==> config.mk <==
export PLATFORM = sky130hd
export DESIGN_NAME = ld_st_buffer
export DESIGN_NICKNAME = d
export VERILOG_FILES = /design/src/rtl/ld_st_buffer_pkg.sv /design/src/rtl/ld_st_buffer_entry.sv /design/src/rtl/ld_st_buffer.sv
export SDC_FILE = /design/constraint.sdc
export NUM_CORES = 1
export LEC_CHECK = 0
export ABC_AREA = 1
export BUFFER_PORTS_ARGS = -buffer_cell sky130_fd_sc_hd__buf_2
export CORE_MARGIN = 3
export CORE_UTILIZATION = 54
export CTS_CLUSTER_SIZE = 25
export DETAILED_ROUTE_END_ITERATION = 8
export GPL_TIMING_DRIVEN = 0
export PLACE_DENSITY_LB_ADDON = 0.15
export SETUP_SLACK_MARGIN = 0.02
export SLEW_MARGIN = 10
export SYNTH_ARGS = -nofsm -noshare
export SYNTH_HDL_FRONTEND = slang
export SYNTH_SLANG_ARGS = --single-unit
==> constraint.sdc <==
create_clock -name clk -period 13.9 [get_ports clk]
set_input_delay 0 -clock clk [delete_from_list [all_inputs] [get_ports clk]]
set_output_delay 0 -clock clk [all_outputs]
set_load 0.02 [all_outputs]
==> src/rtl/ld_st_buffer_pkg.sv <==
// Shared definitions for the load/store buffer.
// Contents: ROB tag sizing, lw/sw opcode encodings, head-controller state
// encoding, and an opcode classifier used by the enqueue logic.
package ld_st_buffer_pkg;

  localparam int ROB_SIZE_bits = 3;

  localparam logic [11:0] OP_LW = 12'h8C0;
  localparam logic [11:0] OP_SW = 12'hAC0;

  typedef enum logic [2:0] {
    IDLE     = 3'd0,
    LD_REQ   = 3'd1,
    LD_WB    = 3'd2,
    ST_BCAST = 3'd3,
    ST_WAIT  = 3'd4,
    ST_WR    = 3'd5
  } lsb_state_e;

  function automatic logic is_ldst(input logic [11:0] op);
    return (op == OP_LW) || (op == OP_SW);
  endfunction

endpackage

==> src/rtl/ld_st_buffer_entry.sv <==
// One load/store buffer slot: holds the decoded ld/st and snoops the CDB
// for its outstanding base (tag1) and store-data (tag2) operands.
// Ports:
//   clk, rst            clock, async active-high reset
//   flush_i             squash: drop the entry
//   wr_i                enqueue into this slot (operands snooped same cycle)
//   clr_i               dequeue this slot
//   *_i payload         is_st, rd, roben, tag1/val1, tag2/val2, imm
//   cdb_*_i             CDB snoop
//   *_o                 registered slot contents
module ld_st_entry
  import ld_st_buffer_pkg::*;
#(
  parameter int ROBW = ROB_SIZE_bits + 1
) (
  input  logic            clk,
  input  logic            rst,
  input  logic            flush_i,
  input  logic            wr_i,
  input  logic            clr_i,
  input  logic            is_st_i,
  input  logic [4:0]      rd_i,
  input  logic [ROBW-1:0] roben_i,
  input  logic [ROBW-1:0] tag1_i,
  input  logic [31:0]     val1_i,
  input  logic [ROBW-1:0] tag2_i,
  input  logic [31:0]     val2_i,
  input  logic [31:0]     imm_i,
  input  logic            cdb_valid_i,
  input  logic [ROBW-1:0] cdb_roben_i,
  input  logic [31:0]     cdb_data_i,
  output logic            valid_o,
  output logic            is_st_o,
  output logic [4:0]      rd_o,
  output logic [ROBW-1:0] roben_o,
  output logic [ROBW-1:0] tag1_o,
  output logic [31:0]     val1_o,
  output logic [ROBW-1:0] tag2_o,
  output logic [31:0]     val2_o,
  output logic [31:0]     imm_o
);

  logic            valid_q, valid_d, is_st_q, is_st_d;
  logic [4:0]      rd_q, rd_d;
  logic [ROBW-1:0] roben_q, roben_d, tag1_q, tag1_d, tag2_q, tag2_d;
  logic [31:0]     val1_q, val1_d, val2_q, val2_d, imm_q, imm_d;

  // Snoop applies to whichever operand copy will be stored this edge, so an
  // operand produced on the CDB in the enqueue cycle is not missed.
  logic [ROBW-1:0] t1_src, t2_src;
  logic [31:0]     v1_src, v2_src;
  logic            hit1, hit2;

  assign t1_src = wr_i ? tag1_i : tag1_q;
  assign t2_src = wr_i ? tag2_i : tag2_q;
  assign v1_src = wr_i ? val1_i : val1_q;
  assign v2_src = wr_i ? val2_i : val2_q;
  assign hit1   = cdb_valid_i && (t1_src != '0) && (cdb_roben_i == t1_src);
  assign hit2   = cdb_valid_i && (t2_src != '0) && (cdb_roben_i == t2_src);

  always_comb begin
    valid_d = valid_q;
    is_st_d = is_st_q;
    rd_d    = rd_q;
    roben_d = roben_q;
    tag1_d  = tag1_q;
    val1_d  = val1_q;
    tag2_d  = tag2_q;
    val2_d  = val2_q;
    imm_d   = imm_q;
    if (wr_i) begin
      valid_d = 1'b1;
      is_st_d = is_st_i;
      rd_d    = rd_i;
      roben_d = roben_i;
      imm_d   = imm_i;
    end
    if (wr_i || valid_q) begin
      tag1_d = hit1 ? '0 : t1_src;
      val1_d = hit1 ? cdb_data_i : v1_src;
      tag2_d = hit2 ? '0 : t2_src;
      val2_d = hit2 ? cdb_data_i : v2_src;
    end
    if (clr_i || flush_i) valid_d = 1'b0;
  end

  always_ff @(posedge clk or posedge rst) begin
    if (rst) begin
      valid_q <= 1'b0;
      is_st_q <= 1'b0;
      rd_q    <= '0;
      roben_q <= '0;
      tag1_q  <= '0;
      val1_q  <= '0;
      tag2_q  <= '0;
      val2_q  <= '0;
      imm_q   <= '0;
    end else begin
      valid_q <= valid_d;
      is_st_q <= is_st_d;
      rd_q    <= rd_d;
      roben_q <= roben_d;
      tag1_q  <= tag1_d;
      val1_q  <= val1_d;
      tag2_q  <= tag2_d;
      val2_q  <= val2_d;
      imm_q   <= imm_d;
    end
  end

  assign valid_o = valid_q;
  assign is_st_o = is_st_q;
  assign rd_o    = rd_q;
  assign roben_o = roben_q;
  assign tag1_o  = tag1_q;
  assign val1_o  = val1_q;
  assign tag2_o  = tag2_q;
  assign val2_o  = val2_q;
  assign imm_o   = imm_q;

endmodule

==> src/rtl/ld_st_buffer.sv <==
// In-order load/store buffer. Entries are enqueued from the address unit,
// wait on the CDB for operands, and are retired strictly from the head:
// loads read memory then broadcast; stores broadcast, wait for ROB commit,
// then write memory.
// Ports:
//   clk, rst                      clock, async active-high reset
//   AU_LdStB_*                    enqueue request and operands
//   CDB_*                         CDB snoop
//   ROB_Commit_*                  ROB head commit (releases stores)
//   FLUSH                         squash everything
//   MEM_RDATA                     read data, one cycle after MEM_REN
//   LdStB_FULL                    buffer full
//   LdStB_MEM_*                   memory request
//   LdStB_CDB_*                   result broadcast
module ld_st_buffer
  import ld_st_buffer_pkg::*;
#(
  parameter int BUFFER_SIZE = 4,
  parameter int ROBW        = ROB_SIZE_bits + 1
) (
  input  logic            clk,
  input  logic            rst,
  input  logic            AU_LdStB_VALID_Inst,
  input  logic [ROBW-1:0] AU_LdStB_ROBEN,
  input  logic [4:0]      AU_LdStB_Rd,
  input  logic [11:0]     AU_LdStB_opcode,
  input  logic [ROBW-1:0] AU_LdStB_ROBEN1,
  input  logic [ROBW-1:0] AU_LdStB_ROBEN2,
  input  logic [31:0]     AU_LdStB_ROBEN1_VAL,
  input  logic [31:0]     AU_LdStB_ROBEN2_VAL,
  input  logic [31:0]     AU_LdStB_Immediate,
  input  logic            CDB_VALID,
  input  logic [ROBW-1:0] CDB_ROBEN,
  input  logic [31:0]     CDB_Write_Data,
  input  logic            ROB_Commit_VALID,
  input  logic [ROBW-1:0] ROB_Commit_ROBEN,
  input  logic            FLUSH,
  input  logic [31:0]     MEM_RDATA,
  output logic            LdStB_FULL,
  output logic            LdStB_MEM_REN,
  output logic            LdStB_MEM_WEN,
  output logic [31:0]     LdStB_MEM_ADDR,
  output logic [31:0]     LdStB_MEM_WDATA,
  output logic            LdStB_CDB_VALID,
  output logic [ROBW-1:0] LdStB_CDB_ROBEN,
  output logic [4:0]      LdStB_CDB_Rd,
  output logic [31:0]     LdStB_CDB_DATA
);

  localparam int AW = $clog2(BUFFER_SIZE);

  logic [AW-1:0] head_q, head_d, tail_q, tail_d;
  logic [AW:0]   count_q, count_d;
  lsb_state_e    state_q, state_d;
  logic          enq, deq;

  logic            e_valid [BUFFER_SIZE];
  logic            e_is_st [BUFFER_SIZE];
  logic [4:0]      e_rd    [BUFFER_SIZE];
  logic [ROBW-1:0] e_roben [BUFFER_SIZE];
  logic [ROBW-1:0] e_tag1  [BUFFER_SIZE];
  logic [31:0]     e_val1  [BUFFER_SIZE];
  logic [ROBW-1:0] e_tag2  [BUFFER_SIZE];
  logic [31:0]     e_val2  [BUFFER_SIZE];
  logic [31:0]     e_imm   [BUFFER_SIZE];

  assign LdStB_FULL = (count_q == (AW+1)'(BUFFER_SIZE));
  // Full blocks enqueue even if the head retires this same cycle.
  assign enq = AU_LdStB_VALID_Inst && is_ldst(AU_LdStB_opcode) && !LdStB_FULL && !FLUSH;

  for (genvar i = 0; i < BUFFER_SIZE; i++) begin : g_ent
    ld_st_entry #(.ROBW(ROBW)) u_entry (
      .clk         (clk),
      .rst         (rst),
      .flush_i     (FLUSH),
      .wr_i        (enq && (tail_q == AW'(i))),
      .clr_i       (deq && (head_q == AW'(i))),
      .is_st_i     (AU_LdStB_opcode == OP_SW),
      .rd_i        (AU_LdStB_Rd),
      .roben_i     (AU_LdStB_ROBEN),
      .tag1_i      (AU_LdStB_ROBEN1),
      .val1_i      (AU_LdStB_ROBEN1_VAL),
      .tag2_i      (AU_LdStB_ROBEN2),
      .val2_i      (AU_LdStB_ROBEN2_VAL),
      .imm_i       (AU_LdStB_Immediate),
      .cdb_valid_i (CDB_VALID),
      .cdb_roben_i (CDB_ROBEN),
      .cdb_data_i  (CDB_Write_Data),
      .valid_o     (e_valid[i]),
      .is_st_o     (e_is_st[i]),
      .rd_o        (e_rd[i]),
      .roben_o     (e_roben[i]),
      .tag1_o      (e_tag1[i]),
      .val1_o      (e_val1[i]),
      .tag2_o      (e_tag2[i]),
      .val2_o      (e_val2[i]),
      .imm_o       (e_imm[i])
    );
  end

  // Head view
  logic            h_valid, h_is_st;
  logic [4:0]      h_rd;
  logic [ROBW-1:0] h_roben, h_tag1, h_tag2;
  logic [31:0]     h_val2, h_ea;

  assign h_valid = e_valid[head_q];
  assign h_is_st = e_is_st[head_q];
  assign h_rd    = e_rd[head_q];
  assign h_roben = e_roben[head_q];
  assign h_tag1  = e_tag1[head_q];
  assign h_tag2  = e_tag2[head_q];
  assign h_val2  = e_val2[head_q];
  assign h_ea    = e_val1[head_q] + e_imm[head_q];

  // Pointers and occupancy; FLUSH wins over any enqueue/dequeue.
  always_comb begin
    head_d  = head_q;
    tail_d  = tail_q;
    count_d = count_q;
    if (FLUSH) begin
      head_d  = '0;
      tail_d  = '0;
      count_d = '0;
    end else begin
      if (enq) tail_d = tail_q + AW'(1);
      if (deq) head_d = head_q + AW'(1);
      case ({enq, deq})
        2'b10:   count_d = count_q + (AW+1)'(1);
        2'b01:   count_d = count_q - (AW+1)'(1);
        default: count_d = count_q;
      endcase
    end
  end

  // Head controller. Outputs depend on state only (plus MEM_RDATA in LD_WB),
  // so an ST_WR cycle coinciding with FLUSH still issues its write.
  always_comb begin
    state_d         = state_q;
    deq             = 1'b0;
    LdStB_MEM_REN   = 1'b0;
    LdStB_MEM_WEN   = 1'b0;
    LdStB_MEM_ADDR  = '0;
    LdStB_MEM_WDATA = '0;
    LdStB_CDB_VALID = 1'b0;
    LdStB_CDB_ROBEN = '0;
    LdStB_CDB_Rd    = '0;
    LdStB_CDB_DATA  = '0;
    case (state_q)
      IDLE: begin
        if (h_valid && !h_is_st && (h_tag1 == '0))
          state_d = LD_REQ;
        else if (h_valid && h_is_st && (h_tag1 == '0) && (h_tag2 == '0))
          state_d = ST_BCAST;
      end
      LD_REQ: begin
        LdStB_MEM_REN  = 1'b1;
        LdStB_MEM_ADDR = h_ea;
        state_d        = LD_WB;
      end
      LD_WB: begin
        LdStB_CDB_VALID = 1'b1;
        LdStB_CDB_ROBEN = h_roben;
        LdStB_CDB_Rd    = h_rd;
        LdStB_CDB_DATA  = MEM_RDATA;
        deq             = 1'b1;
        state_d         = IDLE;
      end
      ST_BCAST: begin
        LdStB_CDB_VALID = 1'b1;
        LdStB_CDB_ROBEN = h_roben;
        LdStB_CDB_DATA  = h_val2;
        state_d         = ST_WAIT;
      end
      ST_WAIT: begin
        if (ROB_Commit_VALID && (ROB_Commit_ROBEN == h_roben)) state_d = ST_WR;
      end
      ST_WR: begin
        LdStB_MEM_WEN   = 1'b1;
        LdStB_MEM_ADDR  = h_ea;
        LdStB_MEM_WDATA = h_val2;
        deq             = 1'b1;
        state_d         = IDLE;
      end
      default: state_d = IDLE;
    endcase
    if (FLUSH) state_d = IDLE;
  end

  always_ff @(posedge clk or posedge rst) begin
    if (rst) begin
      state_q <= IDLE;
      head_q  <= '0;
      tail_q  <= '0;
      count_q <= '0;
    end else begin
      state_q <= state_d;
      head_q  <= head_d;
      tail_q  <= tail_d;
      count_q <= count_d;
    end
  end

endmodule

== Word-level counts from Yosys, hierarchy flattened ==
Index checks and enable logic that the tools add are counted.
Word-level totals
  register bits: 470
  input port bits: 203
  output and inout bits: 109
  logic and storage cells: 246
Operators by class
  add/sub/neg operators: 5
  $lt $le $gt $ge: 1
  equal/unequal tests: 27
  muxes and demuxes: 87
  bitwise gates (word level): 1
  reductions and logical operators: 85
Operator list (number)
  $mux 32: 24
  $bmux 32 s2: 3
  $mux 4: 23
  $pmux 32 s2: 1
  $eq 4x4->1: 9
  $logic_and 1x1->1: 33
  $add 32x32->32: 1
  $reduce_bool 4->1: 8
  $reduce_bool 2->1: 14
  $bmux 4 s2: 3
  $eq 12x12->1 const B: 2
  $reduce_and 2->1: 9
  $mux 1: 16
  $mux 3: 5
  $mux 5: 3
  $pmux 3 s4: 1
  $bmux 5 s2: 1
  $eq 2x2->1 const B: 5
  $eq 3x3->1 const B: 3
  $logic_or 1x1->1: 9
  $logic_not 4->1: 2
  $mux 2: 4
  $eq 2x1->1 const B: 3
  $eq 3x2->1 const B: 2
  15 further kinds: 22

== Logic depth before layout (Yosys ltp) ==
  depth after elaboration: 12
  mapped depth: 22
  gate-level depth less buffers: 18

== Hierarchy ==
Synthesis repeated with hierarchy kept, for this count alone.
Unflattened totals
  cell total of the unflattened synthesis: 4539
  area, all modules: 30093.9 µm²
By module, submodules not included
  ld_st_entry: instances 4, cells an instance 799, area an instance 5844.4 µm², seq. area each 2877.8 µm²
  ld_st_buffer: instances 1, cells an instance 1343, area an instance 6716.4 µm², seq. area each 250.2 µm²

== Least setup slack after synthesis ==
Ideal clock, no wire load.
  kind: register to output
  start: register head_q[0]
  end: output port LdStB_MEM_ADDR[20]
  arrival time: 3.880 ns
  required time: 13.900 ns
  path slack: 10.020 ns
  cell stages (with the launch flop): 22
  path buffers: 4
  cell sequence: dfrtp_1 -> clkinv_1 -> clkbuf_1 -> clkbuf_1 -> clkbuf_1 -> clkbuf_1 -> nor2_1 -> o22ai_1 -> ha_1 -> fa_1 -> nand2_1 -> nand3_1 -> o21ai_0 -> o21ai_0 -> inv_1 -> o21ai_0 -> nand2_1 -> nand2_1 -> nand2_1 -> nand2_1 -> o21ai_0 -> a21oi_1
On the way
  word-level cells in the longest chain between the ends: 6
  elaborated cells on any way between the ends: 9
  those cells by class: 1 x add/sub; 7 x mux; 1 x bitwise
RTL lines
  from (decl): RTL line ld_st_buffer.sv:52  | logic [AW-1:0] head_q, head_d, tail_q, tail_d;
  from (signal assigned): RTL line ld_st_buffer.sv:193  | head_q <= '0;
  from (signal assigned): RTL line ld_st_buffer.sv:198  | head_q <= head_d;
  $not 2->3 (not written as such) *: RTL line ld_st_buffer.sv:114  | assign h_ea = e_val1[head_q] + e_imm[head_q];
  $bmux 32 s2: RTL line ld_st_buffer.sv:114
  $mux 32 (not written as such) (2 in series): RTL line ld_st_buffer.sv:114
  $add 32x32->32 *: RTL line ld_st_buffer.sv:114
  $mux 32 *: RTL line ld_st_buffer.sv:149  | case (state_q)
  to (decl): RTL line ld_st_buffer.sv:42  | output logic [31:0] LdStB_MEM_ADDR,
Mark *: on every way between the ends. The rest lies on a longest branch, timed or not. The select of a mux whose other input is x is not followed.

== Worst setup path after layout ==
  start: register head_q[0]
  end: output port LdStB_MEM_ADDR[26]
The elaborated chain is that of the path after synthesis.

==> impl_results.md <==
* Final Non-Filler Cells at 5499
* Post-synth top area share at 40.2%
* Core ar. at 53100 um2
* Final nets at 5003
* Routed WL at 120 mm
* Outcome: finished, final reports clean
* Fmax at 137 MHz
* Initial antenna violation count at 10
* Register area share after synthesis at 40.2%
* # resized after CTS at 0
* Yosys reg bits at 470
* Ys Warns at 0
* Drt pass-1 iters at 6
* Mean Syn Cell Area at 6.92 um2
* Final Setup Violations at 0
* Top FF cell, synth: dfrtp_1
* Share of cells above drive strength 1 at 12.0%
* Max-Cap Viols at 0
* Routed wire per std cell at 21.8 um
* Synth area leaders: dfrtp_1 (40%), nand2_1 (20%), nand3_1 (8.1%)
* RSZ-0062 raised after global routing: false
* Crit path from: head_q[0]$_DFFE_PP0P_
* Slew Viols, Final at 0
* CTS tree: yes
* Placed insts at 5198
* Drt drc at 0
* Cells after Synth at 4231
* Final core occ at 66.7%
* Max-slew headroom at the worst pin at 6.52%
* Total grt overflow at 0
* Number of global-route vias before repair at 31700
* Critical Path Sink Type: primary output
* Initial DRC Count at 4430
* Clock buffer count from CTS at 52
* GPL Wtd Cong at 1.00
* Global Route Usage Sum at 41.0%
* Power per cell area at 106 nW/um2
* Worst path arrival time at 7.32 ns
* # IOs at 312
* Final ANT Viol Nets at 0
* Site row count at 84
* Initial Utilization at 55.2%
* LEAKAGE at 18.5 nW
* Synthesized net count at 4475
* Pin count of the biggest net entering global routing at 119
* Hold Slack at 0.0398 ns
* Startpoint Class: register
* Critical R2R Launch: head_q[0]$_DFFE_PP0P_
* Post-synth top area cell: dfrtp_1
* Min cycle time layout at 7.32 ns
* Unique masters post-synth at 52
* First-pass GRT wire length at 182 mm
* Post-synth EDFFs at 0
* Max Buffers Root-to-Sink at 3
* Hold Crit Class: primary input to register
* Worst clock skew at 0.0207 ns
* H-tree Lvls at 2
* Fin crit share at 52.6%
* R2r setup slk at 9.46 ns
* Vias at 33400
* Worst r2r path cells at 8
* Setup CP Type: register to primary output
* Clk_lat worst skew at 0.62 ns
* Most frequent cell after synthesis: nand2_1
* Crit path required time at 13.90 ns
* PortBufs at 275
* Die footprint at 57100 um2
* Final Hold Vio Count at 0
* Die height at 239 um
* Mapped cell area at 29300 um2
* Via-to-Cell Ratio at 6.07
* Sink Count at 470
* Die X at 239 um
* Async SR Flop Fraction at 100%
* Area Growth Syn to Fin at 21.0%
* Top cells by count, synth: nand2_1 (1555), nand3_1 (475), dfrtp_1 (470)
* Crit path to: LdStB_MEM_ADDR[26]
* Worst-path clk slew at 0.07 ns
* Post-route setup TNS at 0 ns
* Dpl hpwl at 86.5 mm
* Reg2reg end: head_q[1]$_DFFE_PP0P_
* Worst vdd rail ir drop at 93.2 uV
* Max FO, Critical Path at 11
* Worst Max-Slew Pin Slew at 1.40 ns
* Root Driver: clkbuf_16
==> layer usage <==
metal	global-route usage, %	part of all wire [%]	vias up
met5	0	0.023	-
met3	8.41	11	427
met4	21.0	5.4	4
met1	53.4	38	15600
met2	65.0	45	2180
li1	-	-	15200
==> kinds of logic (layout without fill, tap and decap cells) <==
kind of cell	after synthesis	count (layout)	synth area share, %
AOI/OAI and AO/OA	647	647	12.4
xor gates and xnor gates	10	10	0.299
adders and majority gates	41	41	1.80
buffers and inverters	499	1068	7.41
DFF	470	470	40.2
other	0	11	0
and+or+nand+nor	2564	2564	37.9
==> cell type report <==
cell class | count | area, um2
Clock inverter | 17 | 224
Sequential cell | 470 | 11800
Buffer | 340 | 1570
Fill cell | 4768 | 17700
Multi-Input combinational cell | 3262 | 15400
Clock buffer | 78 | 1580
Antenna cell | 11 | 27.5
Tap cell | 688 | 861
Inverter | 159 | 604
Timing Repair Buffer | 474 | 3440
==> stage by stage <==
step           worst slack [ns]  cell area, um2  total power [mW]
2_1_floorplan             0.791           29300              1.91
3_3_place_gp              -4.58           31500              2.20
3_5_place_dp               7.52           31600              2.20
4_1_cts                    6.85           35400              3.71
5_1_grt                    6.25           35400              3.86
6_report                   6.58           35400              3.74
==> state kept, by name, summed over array words and instances (netlist names) <==
| register | flops |
|---|---|
| count_q | 3 |
| g_ent.u_entry.imm_o | 128 |
| g_ent.u_entry.is_st_o | 4 |
| g_ent.u_entry.rd_o | 20 |
| g_ent.u_entry.roben_o | 16 |
| g_ent.u_entry.tag1_o | 16 |
| g_ent.u_entry.tag2_o | 16 |
| g_ent.u_entry.val1_o | 128 |
| g_ent.u_entry.val2_o | 128 |
| g_ent.u_entry.valid_o | 4 |
| head_q | 2 |
| state_q | 3 |
| tail_q | 2 |
==> cell usage in the layout, fill, tap and decap left out, types with 4 or more instances in the layout <==
cell type      netlist  layout
a31oi_1              5       5
buf_4               21      21
diode_2              0      11
xnor2_1              7       7
a21oi_1             93      93
buf_16               0       4
clkinv_2             0       8
o21ai_1              4       4
nand4_1            206     206
clkbuf_1           180     189
dfrtp_1            470     470
o21ai_0            402     402
clkbuf_16            0      53
nor2_1             259     259
o22ai_1             77      77
clkinv_1             7       7
a211oi_1             5       5
nand2_2             11      11
a32o_1              32      32
nand3_2             12      12
buf_1               15      15
buf_2               88     363
o21a_1               4       4
dlygate4sd3_1        0     195
buf_6               10      10
bufinv_16            0       5
nor2_4              11      11
ha_1                39      39
nor2_2               8       8
nand3_1            475     475
clkbuf_2            26      26
inv_1              143     142
inv_2                9       9
nand2_1           1555    1555
nor3_1              12      12
clkbuf_8             0      16
==> what timing repair did <==
action                    CTS  global route
hold endpoints to repair  730             0
hold buffers              195             0
buffers inserted            0             0
==> worst min-delay path by stage <==
| stage | depth (start not counted) | to | slack [ns] | start |
|---|---|---|---|---|
| floorplan | 2 | g_ent[0].u_entry.imm_o[0]$_DFFE_PP0P_ | 0.19 | AU_LdStB_Immediate[0] |
| global placement | 3 | g_ent[1].u_entry.roben_o[2]$_DFFE_PP0P_ | 0.31 | AU_LdStB_ROBEN[2] |
| detailed placement | 2 | g_ent[0].u_entry.rd_o[3]$_DFFE_PP0P_ | 0.04 | rst |
| CTS | 8 | tail_q[1]$_DFFE_PP0P_ | 0.006 | AU_LdStB_opcode[3] |
| global route | 8 | tail_q[1]$_DFFE_PP0P_ | 0.08 | AU_LdStB_opcode[0] |
| finish | 8 | tail_q[1]$_DFFE_PP0P_ | 0.04 | AU_LdStB_opcode[0] |
==> power by group <==
| part | switching (mW) | internal (mW) | leakage, nW |
|---|---|---|---|
| combinational | 0.619 | 0.262 | 11.2 |
| sequential | 0.00715 | 1.37 | 6.45 |
| clock | 0.607 | 0.875 | 0.894 |
| total | 1.23 | 2.51 | 18.5 |
==> critical path, stage by stage, from the launching register on <==
cell and delay [ns]:
dfrtp_1 0.46, clkinv_1 0.20, clkbuf_1 0.64, clkbuf_1 0.85, clkbuf_1 0.79, clkbuf_1 0.73
nor2_1 0.11, o22ai_1 0.26, ha_1 0.26, fa_1 0.24, nand2_1 0.09, nand3_1 0.07
o21ai_0 0.13, o21ai_0 0.46, inv_1 0.11, o21ai_0 0.49, nand3_1 0.13, nand3_1 0.18
nand2_1 0.07, nand2_1 0.07, xnor2_1 0.11, nor2_1 0.05, buf_2 0.17
(Power assumes the default switching activity.)
